[config.mk]
export PLATFORM = sky130hd
export DESIGN_NAME = match_turn_scheduler
export DESIGN_NICKNAME = d
export VERILOG_FILES = /design/src/rtl/match_turn_scheduler.sv
export SDC_FILE = /design/constraint.sdc
export NUM_CORES = 1
export LEC_CHECK = 0
export ABC_AREA = 1
export BUFFER_PORTS_ARGS = -buffer_cell sky130_fd_sc_hd__buf_2
export CAP_MARGIN = 20
export CORE_AREA = 3 3 161 163
export CTS_BUF_LIST = sky130_fd_sc_hd__clkbuf_4
export DETAILED_ROUTE_END_ITERATION = 12
export DIE_AREA = 0 0 164 166
export GPL_ROUTABILITY_DRIVEN = 0
export GPL_TIMING_DRIVEN = 0
export PLACE_DENSITY = 0.37
export SYNTH_ARGS = -nofsm -noshare
export SYNTH_HDL_FRONTEND = slang
export SYNTH_SLANG_ARGS = --single-unit
export TNS_END_PERCENT = 50
[constraint.sdc]
create_clock -name clk -period 2.5 [get_ports clk]
set_input_delay 0.25 -clock clk [delete_from_list [all_inputs] [get_ports clk]]
set_output_delay 0.25 -clock clk [all_outputs]
set_load 0.02 [all_outputs]
[src/rtl/match_turn_scheduler.sv]
// Turn scheduler for a 4x4 memory-match game: two-card reveal, compare, hold,
// per-turn countdown, scoring for two players and game-over handling.
module match_turn_scheduler #(
    parameter int TURN_SECS   = 15,
    parameter int HOLD_CYCLES = 25000000
) (
    input  logic        clk,
    input  logic        rst,
    input  logic        select,
    input  logic [1:0]  cur_x,
    input  logic [1:0]  cur_y,
    input  logic        tick_1s,
    output logic [3:0]  rd_addr,
    input  logic [2:0]  rd_data,
    output logic [31:0] cell_status,
    output logic        player,
    output logic [3:0]  score_j1,
    output logic [3:0]  score_j2,
    output logic [4:0]  secs_left,
    output logic        pair_found,
    output logic        game_over
);
    localparam int HW = (HOLD_CYCLES > 1) ? $clog2(HOLD_CYCLES) : 1;

    typedef enum logic [2:0] {WAIT1, READ1, WAIT2, READ2, CMP, HOLD, OVER} state_t;

    state_t          state, state_nxt;
    logic [HW-1:0]   hold_cnt;
    logic [3:0]      first_addr;
    logic [2:0]      first_val, second_val;
    logic [1:0]      cur_st;
    logic            sel_hidden, timeout, vals_eq;
    logic [4:0]      pair_sum;

    assign cur_st     = cell_status[{cur_y, cur_x, 1'b0} +: 2];
    assign sel_hidden = select && (cur_st == 2'b00);
    // secs_left only reaches 0 through a timeout tick; that cycle runs the turn change
    assign timeout    = ((state == WAIT1) || (state == WAIT2)) && (secs_left == 5'd0);
    assign vals_eq    = (first_val == second_val);
    assign pair_sum   = {1'b0, score_j1} + {1'b0, score_j2} + 5'd1;
    assign game_over  = (state == OVER);

    always_comb begin
        state_nxt = state;
        case (state)
            WAIT1:   if (timeout) state_nxt = WAIT1;
                     else if (sel_hidden) state_nxt = READ1;
            READ1:   state_nxt = WAIT2;
            WAIT2:   if (timeout) state_nxt = WAIT1;
                     else if (sel_hidden) state_nxt = READ2;
            READ2:   state_nxt = CMP;
            CMP:     if (vals_eq) state_nxt = (pair_sum == 5'd8) ? OVER : WAIT1;
                     else state_nxt = HOLD;
            HOLD:    if (hold_cnt == '0) state_nxt = WAIT1;
            OVER:    if (select) state_nxt = WAIT1;
            default: state_nxt = WAIT1;
        endcase
    end

    always_ff @(posedge clk or negedge rst) begin
        if (!rst) begin
            state       <= WAIT1;
            hold_cnt    <= '0;
            first_addr  <= '0;
            first_val   <= '0;
            second_val  <= '0;
            rd_addr     <= '0;
            cell_status <= '0;
            player      <= 1'b0;
            score_j1    <= '0;
            score_j2    <= '0;
            secs_left   <= 5'(TURN_SECS);
            pair_found  <= 1'b0;
        end else begin
            state      <= state_nxt;
            pair_found <= 1'b0;
            case (state)
                WAIT1, WAIT2: begin
                    if (timeout) begin
                        for (int i = 0; i < 16; i++)
                            if (cell_status[2*i +: 2] == 2'b01) cell_status[2*i +: 2] <= 2'b00;
                        player    <= ~player;
                        secs_left <= 5'(TURN_SECS);
                    end else if (sel_hidden) begin
                        rd_addr <= {cur_y, cur_x};
                    end else if (tick_1s) begin
                        secs_left <= secs_left - 5'd1;
                    end
                end
                READ1: begin
                    first_val  <= rd_data;
                    first_addr <= rd_addr;
                    cell_status[{rd_addr, 1'b0} +: 2] <= 2'b01;
                end
                READ2: begin
                    second_val <= rd_data;
                    cell_status[{rd_addr, 1'b0} +: 2] <= 2'b01;
                end
                CMP: begin
                    if (vals_eq) begin
                        cell_status[{first_addr, 1'b0} +: 2] <= 2'b10;
                        cell_status[{rd_addr, 1'b0} +: 2]    <= 2'b10;
                        if (player) score_j2 <= score_j2 + 4'd1;
                        else        score_j1 <= score_j1 + 4'd1;
                        pair_found <= 1'b1;
                        secs_left  <= 5'(TURN_SECS);
                    end else begin
                        hold_cnt <= HW'(HOLD_CYCLES - 1);
                    end
                end
                HOLD: begin
                    if (hold_cnt == '0) begin
                        cell_status[{first_addr, 1'b0} +: 2] <= 2'b00;
                        cell_status[{rd_addr, 1'b0} +: 2]    <= 2'b00;
                        player    <= ~player;
                        secs_left <= 5'(TURN_SECS);
                    end else begin
                        hold_cnt <= hold_cnt - 1'b1;
                    end
                end
                OVER: begin
                    if (select) begin
                        cell_status <= '0;
                        score_j1    <= '0;
                        score_j2    <= '0;
                        player      <= 1'b0;
                        secs_left   <= 5'(TURN_SECS);
                    end
                end
                default: ;
            endcase
        end
    end
endmodule
# Word-level counts from Yosys, hierarchy flattened
# Cells that the tools add are included.
[totals]
out_inout_bits = 52
regBits = 89
in_bits = 11
elab_cells = 192
[op_classes]
shifts = 8
bitwise_logic = 2
n_reduce_logical = 37
n_mux = 58
eq_ne = 52
add_sub_neg = 8
[ops]
columns = ["op", "count"]
rows = [
  ["$bwmux 32", 5],
  ["$pmux 32 s5", 1],
  ["$shiftx 2x7->32 const A", 5],
  ["$mux 32", 4],
  ["$reduce_and 6->1", 17],
  ["$shift 2x7->32 const A", 2],
  ["$mux 25", 2],
  ["$pmux 25 s2", 1],
  ["$ne 2x2->1 const B", 24],
  ["$eq 2x1->1 const B", 16],
  ["$mux 2", 16],
  ["$shiftx 32x6->2", 1],
  ["$mux 5", 6],
  ["$logic_not 25->1", 1],
  ["$sub 25x1->25 const B", 1],
  ["$mux 3", 8],
  ["$pmux 3 s7", 1],
  ["$mux 4", 5],
  ["$pmux 5 s4", 1],
  ["$pmux 4 s2", 2],
  ["$reduce_and 4->1", 4],
  ["$neg 5->7", 2],
  ["$ne 3x3->1 const B", 4],
  ["$eq 3x3->1 const B", 3],
  ["22 further kinds", 33],
]

# Depth between registers and ports, before layout
# Gate-level depths: netlist of the first run.
[logic_depth]
ltp_word = 6
ltp_mapped = 13
depth_no_buf = 13

# Worst setup path after synthesis of the first run
# Ideal clock, no wire load.
[synth_timing]
kind = "reg2reg"
startpoint = "register rd_addr[0]"
endpoint = "register cell_status[21]"
slack_ps = 568
synth_period_minus_slack_ps = 1932
path_stages_with_launch = 13
t_required_ps = 2387
setup_ps = 113
n_path_buf = 0
arrival_ps = 1819
path_cell_list = "dfrtp_1 > inv_1 > ha_1 > inv_1 > nand2_1 > nand2_1 > nand4_1 > nor2_1 > nor2_1 > a21oi_1 > nand3_1 > nand2_1 > inv_1"
[synth_via]
elab_chain_cells = 5
word_cells_on_any_way = 11
cone_classes = "1 x add/sub; 4 x shift; 6 x mux"
[synth_rtl]
columns = ["item", "line_no", "source"]
rows = [
  ["from (decl)", "13", "output logic [3:0] rd_addr,"],
  ["from (signal assigned)", "85", "rd_addr <= {cur_y, cur_x};"],
  ["$neg 5->7 (*)", "n/a", ""],
  ["$shiftx 2x7->32, or another cell as far along", "114", "cell_status[{rd_addr, 1'b0} +: 2] <= 2'b00;"],
  ["$bwmux 32 (on tied branches)", "114, 102", ""],
  ["$mux 32 (on tied branches)", "112, 100", ""],
  ["$pmux 32 s5 (*)", "77", "case (state)"],
  ["to (signal, indexed assignment)", "113", "cell_status[{first_addr, 1'b0} +: 2] <= 2'b00;"],
  ["to (signal, indexed assignment)", "114", ""],
  ["to (signal assigned)", "123", "cell_status <= '0;"],
  ["to (decl)", "15", "output logic [31:0] cell_status,"],
]
# Mark *: on every way between the ends. The rest lies on a longest branch, timed or not. The select of a mux whose other input is x is not followed.
# A chain may end at the register's enable or synchronous reset.

# Worst setup path after layout of the first run
[layout_timing]
startpoint = "register state[2]"
endpoint = "register rd_addr[3]"
[layout_via]
elab_chain_cells = 5
word_cells_on_any_way = 7
cone_classes = "1 x eq/ne; 1 x bitwise; 5 x reduce/logical"
[layout_rtl]
columns = ["item", "line_no", "source"]
rows = [
  ["from (decl)", "27", "state_t state, state_nxt;"],
  ["from (signal assigned)", "75", "state <= state_nxt;"],
  ["$eq 3x2->1 / $logic_not 3->1 (equally long branches)", "38, 77", ""],
  ["$logic_or 1x1->1", "38", "assign timeout = ((state == WAIT1) || (state == WAIT2)) && (secs_left == 5'd0);"],
  ["$logic_and 1x1->1", "38", ""],
  ["$not 1->1 (no line)", "n/a", ""],
  ["$reduce_and 3->1 (no line) (*)", "n/a", ""],
]
# Mark *: on every way between the ends. The rest lies on a longest branch, timed or not.

==> results of run 1 <==
## cells in the mapped netlist
cell / n
a21oi_1: 34
a22oi_1: 1
a31oi_2: 1
and2_1: 2
buf_12: 1
buf_2: 4
buf_4: 1
buf_6: 1
clkbuf_1: 8
dfrtp_1: 85
dfstp_2: 4
ha_1: 16
inv_1: 116
inv_2: 7
inv_6: 1
nand2_1: 211
nand2_2: 1
nand2_4: 3
nand3_1: 102
nand3_2: 1
nand3_4: 1
nand3b_1: 7
nand4_1: 29
nor2_1: 108
nor2_4: 13
nor3_1: 11
nor3_4: 1
nor4_1: 2
o2111ai_1: 1
o211ai_1: 1
o21a_1: 1
o21ai_0: 85
o21ai_1: 8
o21ai_4: 1
o21bai_1: 1
o31ai_1: 2
or2_2: 1
xnor2_1: 7
xor2_1: 10
## power by group
group / internal [mW] / switching (mW)
registers: 2.01 / 0.578
logic: 1.73 / 3.86
clock network: 0.417 / 0.595
## logic make-up after synthesis
| kind of cell | count (synthesis) | share of synthesized area [%] |
|---|---|---|
| adder cells (fa/ha/maj) | 16 | 3.27 |
| flip-flops | 89 | 36.5 |
| AO/OA/AOI/OAI | 136 | 11.7 |
| buffers and inverters | 139 | 9.14 |
| XOR/XNOR | 17 | 2.43 |
| AND/OR/NAND/NOR | 493 | 36.9 |
## flip-flops by register name, indices dropped and copies added (netlist names), 3 cells and up
signal,count
cell_status,32
first_addr,4
first_val,3
hold_cnt,25
rd_addr,4
score_j1,4
score_j2,4
second_val,3
secs_left,5
state,3
## through the flow
stage / power, mW / std cells
2_1_floorplan: 6.46 / 890
3_3_place_gp: 8.26 / 1276
3_5_place_dp: 8.22 / 1277
4_1_cts: 9.29 / 1297
5_1_grt: 10.2 / 1298
6_report: 9.19 / 1298
## path summary, 6_finish.rpt
kind                                    to          from  slack, ns  depth (start not counted)
min in group asynchronous      hold_cnt[5]           rst       0.36                          2
max                             rd_addr[3]      state[2]       0.22                          7
max reg2reg                     rd_addr[3]      state[2]       0.22                          7
min reg2reg                   secs_left[1]  secs_left[1]       0.49                          2
min                             rd_addr[3]      cur_y[1]       0.06                          3
max in group asynchronous  cell_status[20]           rst       1.45                          3
## layout make-up
type                       instances  area, um^2  area share [%]
multi-input combinational        662        3340            47.2
sequential                        89        2230            31.5
inverter                         124         470            6.65
tap                              324         405            5.73
timing repair buffer              67         373            5.27
clock inverter                     7         100            1.41
buffer                            15        90.1            1.27
clock buffer                       9        67.6           0.954
antenna                            1        2.50          0.0353
## repair_timing
item | 4_1_cts | 5_1_grt
endpoints found under the setup margin | 0 | 17
gates resized for setup | 0 | 5
hold endpoints to repair | 54 | 0
hold buffers | 4 | 0
setup buffers | 0 | 0
## layout by cell type, fill, tap and decap left out, types with 10 or more instances in the layout
master,Yosys,final
xor2_1,10,10
nor2_1,108,106
dfrtp_1,85,85
inv_1,116,116
a21oi_1,34,34
buf_2,4,65
nand3_1,102,102
ha_1,16,16
nor2_4,13,13
nand4_1,29,29
o21ai_0,85,85
nand2_1,211,211
nor3_1,11,11
## per-layer routing
layer  vias up  share of wire, %
li1       3077                 -
met1      2834                49
met2       100                46
met3        22               2.9
met4         0               2.1
met5         -                 0
## worst min-delay path: stages
cell and delay (ns):
buf_2 0.13, inv_1 0.05, o21ai_0 0.07
==> out/metrics.cfg, run 1 <==
[synthesis]
synth_seq_area_share_pct = 36.5
yosys_warnings = 0
syn_nets = 917
syn_avg_cell_area_um2 = 6.87
synth_cells = 890
yosysTopAreaCellShare_pct = 34.8
yosysUniqueCellTypes = 39
yosys.area.top_type = dfrtp_1
ys_ff_latch = 89
synthTopCellsByArea = dfrtp_1 (35%), nand2_1 (13%), nand3_1 (8.3%)
synth_area_um2 = 6120

[floorplanning]
die-area_um2 = 27200
coreArea_um2 = 24500
die_width_um = 164
dieHeight_um = 166
io_pins = 63
row_count = 57
initial_core_util_pct = 25.0

[worst_setup_path]
critPathArrivalTime_ns = 2.62
path_buf_inv = 2
path_cells = inv_2, nand2_1, a31oi_2, nand4_1, clkbuf_1, nand2_1, o21ai_0
cp_slowest_cell = dfrtp_1
worstSetupPathType = flop to flop
critPathCaptureType = flop
cp_max_fo = 10
crit_top_cell = nand2_1
cpPeakStageDelay_ns = 0.47
critPathLaunchType = flop
cpLargestDelayFamily = simple AND/OR/NAND/NOR gates
crit_required_ns = 2.84

[sta]
slew_viol_final = 0
final-setup-viol-count = 0
max-slew-margin-rel_pct = 36.1
max_slew.worst_pin.slew_ns = 0.955
setup_tns_ns = 0
setup_slack_ns = 0.224
fmax_mhz = 439
holdWs_ns = 0.0645
period_needed_ns = 2.28
hold_viol_final = 0
period_share_pct = 91.0
fin_skew_ns = 0.0300
rsz0062_at_grt = no

[layout]
drive_above_1_share_pct = 12.7
final_nets = 995
fillers = 2721
area.growth.synth_to_final_pct = 15.7
utilization_pct = 28.9
fin_area_um2 = 7080

[clock_network]
clockBufferDepth = 2
clock-root-buffer = clkbuf_4
clk_latency_ns = 0.48
cts_tree = done
htreeDepth = 3
cts.sink_count = 89
path_clk_slew_ns = 0.16
cts_buffers = 9

[grt]
grt_use_met1_pct = 21.9
grt_overflow = 0
grt_pass1_wl_mm = 33.5
track_usage_pct = 15.7
grt_pass1_vias = 5993
grt_busiest_layer = met2
grt_max_degree = 54
grtUsageMet3_pct = 2.42
grtUsageMet2_pct = 25.1
antenna_found_initial = 1

[drt]
drt-total-wl_mm = 20.7
vias = 6033
drt_pass1_iterations = 5
antenna_left = 0
wl_per_cell_um = 16.0
drc = 0
drtIter0Drc = 438
vias_per_cell = 4.65

[power]
ir_drop_mv = 0.351
power.density_nw_per_um2 = 1300
p_leak_nw = 3.51

[flow_run]
maxCapViolations = 0

[place]
io_buffer_count = 62
dpl-instance-area_um2 = 6860
dpl_worst_slack_ns = -0.0907
dpl.hpwl_mm = 15.6

[hold_path]
hold_path_class = input port to flop

[status]
status = finished, final reports clean

Power figures use the tool's default switching activity.
==> run 2, diff against run 1 <==
CTS_BUF_LIST = default   (was sky130_fd_sc_hd__clkbuf_4)
==> out/metrics.cfg, run 2 (synthesis gave the netlist of run 1 again) <==
[floorplanning]
initial_core_util_pct = 25.0
io_pins = 63
die-area_um2 = 27200
row_count = 57
dieHeight_um = 166
die_width_um = 164
coreArea_um2 = 24500

[sta]
rsz0062_at_grt = no
setup_tns_ns = 0
holdWs_ns = 0.162
final-setup-viol-count = 0
hold_viol_final = 0
max_slew.worst_pin.slew_ns = 0.940
max-slew-margin-rel_pct = 37.1
fmax_mhz = 438
period_share_pct = 91.2
period_needed_ns = 2.28
fin_skew_ns = 0.0175
slew_viol_final = 0

[drt]
wl_per_cell_um = 16.0
drt_pass1_iterations = 5
drtIter0Drc = 418
vias_per_cell = 4.63
vias = 5988
drt-total-wl_mm = 20.7
antenna_left = 0
drc = 0

[worst_setup_path]
crit_top_cell = nand2_1
r2r_cells = 7
critical_path.startpoint = state[2]
cp_max_fo = 10
reg2reg_from = state[2]
critPathLaunchType = flop
cp_slowest_cell = dfrtp_1
worstSetupPathType = flop to flop
cpPeakStageDelay_ns = 0.44
timing.rr.end = rd_addr[3]
r2r_slack_ns = 0.22
path_cells = inv_2, nand2_1, a31oi_2, nand4_1, clkbuf_1, nand2_1, o21ai_0
crit_end = rd_addr[3]
critPathCaptureType = flop
crit_required_ns = 2.71
critPathArrivalTime_ns = 2.49

[clock_network]
htreeDepth = 3
clk_latency_ns = 0.36
path_clk_slew_ns = 0.07
cts_buffers = 9
cts_tree = done
clockBufferDepth = 2
cts.sink_count = 89
postCtsSetupBuffers = 0
clock-root-buffer = clkbuf_16

[status]
status = finished, final reports clean

[layout]
n_antenna_cell = 0
area.growth.synth_to_final_pct = 17.9
drive_above_1_share_pct = 12.9
top_register = cell_status
reg_top3 = cell_status (32), hold_cnt (25), secs_left (5)
largest_reg_flops = 32
final_common_cell = nand2_1
final_nets = 992
layout_common_cells = nand2_1 (211), inv_1 (116), nor2_1 (106)

[power]
ir_drop_mv = 0.467
p_leak_nw = 3.58
power.density_nw_per_um2 = 1350

[place]
io_buffer_count = 62
dpl.hpwl_mm = 15.6

[grt]
antenna_found_initial = 0
grt_overflow = 0
track_usage_pct = 15.7
grt_pass1_wl_mm = 33.5
grt_pass1_vias = 5968
grt_max_degree = 54

[flow_run]
maxCapViolations = 0

[hold_path]
hold_path_class = input port to flop

==> run 2: changes by cell type in the layout (fill, tap and decap cells not counted) <==
cell           previous run  this run
clkbuf_16                 0         9
clkbuf_4                  9         0
clkbuf_8                  0         1
clkinv_1                  1         0
diode_2                   1         0
dlygate4sd3_1             4         1
==> run 2: critical path: cells and delay by family (launching register included) <==
family / cells / cell delay [ns]
compound gates: 2 / 0.50
buf+inv: 2 / 0.47
flops: 1 / 0.44
simple gates: 3 / 0.73
==> run 2: cell type report <==
class	instances	area, um^2
Timing Repair Buffer	64	343
Clock inverter	6	96.3
Fill cell	2708	17200
Buffer	15	90.1
Multi-Input combinational cell	662	3340
Tap cell	324	405
Sequential cell	89	2230
Inverter	124	470
Clock buffer	10	239
==> run 2: routing by layer <==
| metal | track usage, % | up-vias | part of all wire, % |
|---|---|---|---|
| li1 | - | 3066 | - |
| met1 | 21.9 | 2798 | 49 |
| met2 | 25.1 | 102 | 46 |
| met3 | 2.42 | 22 | 3.1 |
| met4 | 4.49 | 0 | 2.1 |
| met5 | 0 | - | 0 |
==> run 2: worst min path at each step <==
stage / end / cells past startpoint / startpoint
floorplan: cell_status[0] / 0 / rst
global placement: secs_left[1] / 2 / secs_left[1]
detailed placement: score_j2[3] / 1 / rst
CTS: first_val[0] / 3 / rd_data[0]
global route: first_val[0] / 3 / rd_data[0]
finish: first_val[0] / 3 / rd_data[0]
==> run 2: through the flow <==
stage | area [um^2] | setup WS, ns | power [mW] | utilization [%] | instances
global route | 7210 | 0.0546 | 10.7 | 29.5 | 1294
detailed placement | 6860 | -0.0907 | 8.22 | 28.0 | 1277
finish | 7210 | 0.219 | 9.76 | 29.5 | 1294
floorplan | 6120 | 0.568 | 6.46 | - | 890
global placement | 6830 | -0.107 | 8.26 | 27.9 | 1276
CTS | 7200 | 0.0323 | 9.85 | 29.4 | 1294
==> run 2: what timing repair did <==
action | 4_1_cts | 5_1_grt
hold endpoints to repair | 8 | 0
hold buffers | 1 | 0
setup endpoints to repair | 0 | 15
resized for setup | 0 | 5
==> run 2: power by group <==
group,switching [mW],internal [mW]
clock,0.663,0.920
combinational,3.85,1.73
sequential,0.575,2.02
==> run 3, diff against run 2 <==
ABC_AREA = default   (was 1)
BUFFER_PORTS_ARGS = -buffer_cell sky130_fd_sc_hd__clkbuf_2   (was -buffer_cell sky130_fd_sc_hd__buf_2)
CORE_AREA = 3 3 151 153   (was 3 3 161 163)
DIE_AREA = 0 0 154 156   (was 0 0 164 166)
==> out/metrics.cfg, run 3 <==
[synthesis]
synth_seq_area_share_pct = 41.6
syn_nets = 634
synthTopCellsByArea = dfrtp_1 (40%), nor2_1 (4.1%), a21oi_1 (4.1%)
synth_edf_count = 0
ys_top_cells_by_count = dfrtp_1 (85), nor2_1 (59), nand2_1 (56)
yosysUniqueCellTypes = 62
synth_cells = 607
synth_flop_cell = dfrtp_1
ys_ff_latch = 89
yosys.area.top_type = dfrtp_1
syn_avg_cell_area_um2 = 8.83
yosysMostFrequentCell = dfrtp_1
synth_area_um2 = 5360
yosys_warnings = 0
yosysTopAreaCellShare_pct = 39.7
async_reset_ff_share_pct = 100

[drt]
wl_per_cell_um = 19.3
drc = 0
drt_pass1_iterations = 5
vias_per_cell = 5.14
drtIter0Drc = 273
drt-total-wl_mm = 18.9
antenna_left = 0
vias = 5046

[grt]
antenna_found_initial = 0
grt_max_degree = 56
track_usage_pct = 15.8
grt_pass1_vias = 5190
grt_pass1_wl_mm = 30.2
grt_overflow = 0

[power]
power_mw = 8.60
p_leak_nw = 2.80
ir_drop_mv = 0.327
power.density_nw_per_um2 = 1250

[sta]
holdWs_ns = 0.156
fin_skew_ns = 0.0137
hold_viol_final = 0
setup_slack_ns = -0.0731
max-slew-margin-rel_pct = 49.7
slew_viol_final = 0
max_slew.worst_pin.slew_ns = 0.755
fmax_mhz = 389
period_share_pct = 103
final-setup-viol-count = 11
setup_tns_ns = -0.517
rsz0062_at_grt = yes
period_needed_ns = 2.57

[clock_network]
cts_tree = done
cts_buffers = 9
clockBufferDepth = 2
cts.sink_count = 89
htreeDepth = 3
path_clk_slew_ns = 0.07
clock-root-buffer = clkbuf_16
clk_latency_ns = 0.35

[worst_setup_path]
critPathArrivalTime_ns = 2.81
worstSetupPathType = flop to flop
critPathCaptureType = flop
crit_required_ns = 2.74
critPathLaunchType = flop
cp_max_fo = 6

[layout]
layout_common_cells = dfrtp_1 (83), clkbuf_2 (68), nand2_1 (56)
final_nets = 723
utilization_pct = 31.7
top_register = cell_status
final_common_cell = dfrtp_1
fillers = 2265
drive_above_1_share_pct = 25.4
area.growth.synth_to_final_pct = 28.3
reg_top3 = cell_status (32), hold_cnt (25), secs_left (5)
layoutNonFillerInstCount = 981
n_antenna_cell = 0
fin_area_um2 = 6880
largest_reg_flops = 32

[place]
dpl-instance-area_um2 = 6070
dpl.hpwl_mm = 13.8
place_inst = 951
dpl_worst_slack_ns = -0.588
io_buffer_count = 62

[status]
failed_checks = setup timing
status = finished, violations left

[floorplanning]
dieHeight_um = 156
row_count = 54
die-area_um2 = 24000
die_width_um = 154
initial_core_util_pct = 24.7
io_pins = 63
coreArea_um2 = 21700

[hold_path]
hold_path_class = input port to flop

[flow_run]
maxCapViolations = 0

[run 3: cell types whose count changed in the layout (fill, tap and decap cells not counted), moves of 12 or more]
cell,delta
nand2_1,-155
inv_1,-90
nor2_1,-52
o22ai_1,+12
nand3_1,-78
o21ai_0,-59
buf_2,-65
nand4_1,-28
clkbuf_2,+67
[run 3: critical path, cell delays in order (launching register included)]
cell and delay, ns:
dfrtp_1 0.40, or4_4 0.55, or4_4 0.50, or3_4 0.38, o21ai_4 0.28, o221ai_2 0.14, a22o_1 0.20
[run 3: final cells by class]
cell class	count	area [um^2]	share of cell area [%]
clock inverter	4	51.3	0.746
tap	280	350	5.09
clock buffer	12	256	3.73
buffer	23	118	1.71
inverter	26	97.6	1.42
timing repair buffer	80	519	7.55
sequential	89	2230	32.5
multi-input combinational	467	3250	47.3
[run 3: kinds of logic (layout without fill, tap and decap cells)]
kind of cell    Yosys count  after routing  synth area share [%]
simple gates            230            230                  21.3
flops                    89             89                  41.6
buf+inv                  51            145                  3.62
xor+xnor                 27             27                  4.41
compound gates          182            182                  22.6
mux                      12             12                  2.73
fa+ha+maj                16             16                  3.73
[run 3: where the power goes]
group	switching (mW)	internal, mW	total (mW)
Sequential	0.644	1.97	2.61
Combinational	2.88	1.67	4.55
Clock	0.603	0.831	1.43
[run 3: final timing paths]
path	startpoint	end	slack, ns	cells after the start
max reg2reg	hold_cnt[9]	cell_status[17]	-0.07	6
min in group asynchronous	rst	score_j1[1]	0.46	2
min	rd_data[2]	second_val[2]	0.16	2
max in group asynchronous	rst	secs_left[2]	1.31	3
max	hold_cnt[9]	cell_status[17]	-0.07	6
min reg2reg	hold_cnt[0]	hold_cnt[0]	0.51	1
[run 3: per-layer routing]
metal / global-route usage, % / routed length (um) / up-vias
li1: - / - / 2398
met1: 22.0 / 8750 / 2523
met4: 5.30 / 354 / 0
met3: 2.08 / 736 / 20
met2: 25.4 / 9100 / 105
met5: 0 / 0 / -
[run 3: repair_timing]
| action | 4_1_cts | 5_1_grt |
|---|---|---|
| endpoints found under the setup margin | 66 | 65 |
| gates resized for setup | 51 | 41 |
| pin swaps | 19 | 18 |
| endpoints found under the hold margin | 34 | 0 |
| cloned | 0 | 1 |
| buffers inserted | 7 | 7 |
| hold buffers | 1 | 0 |
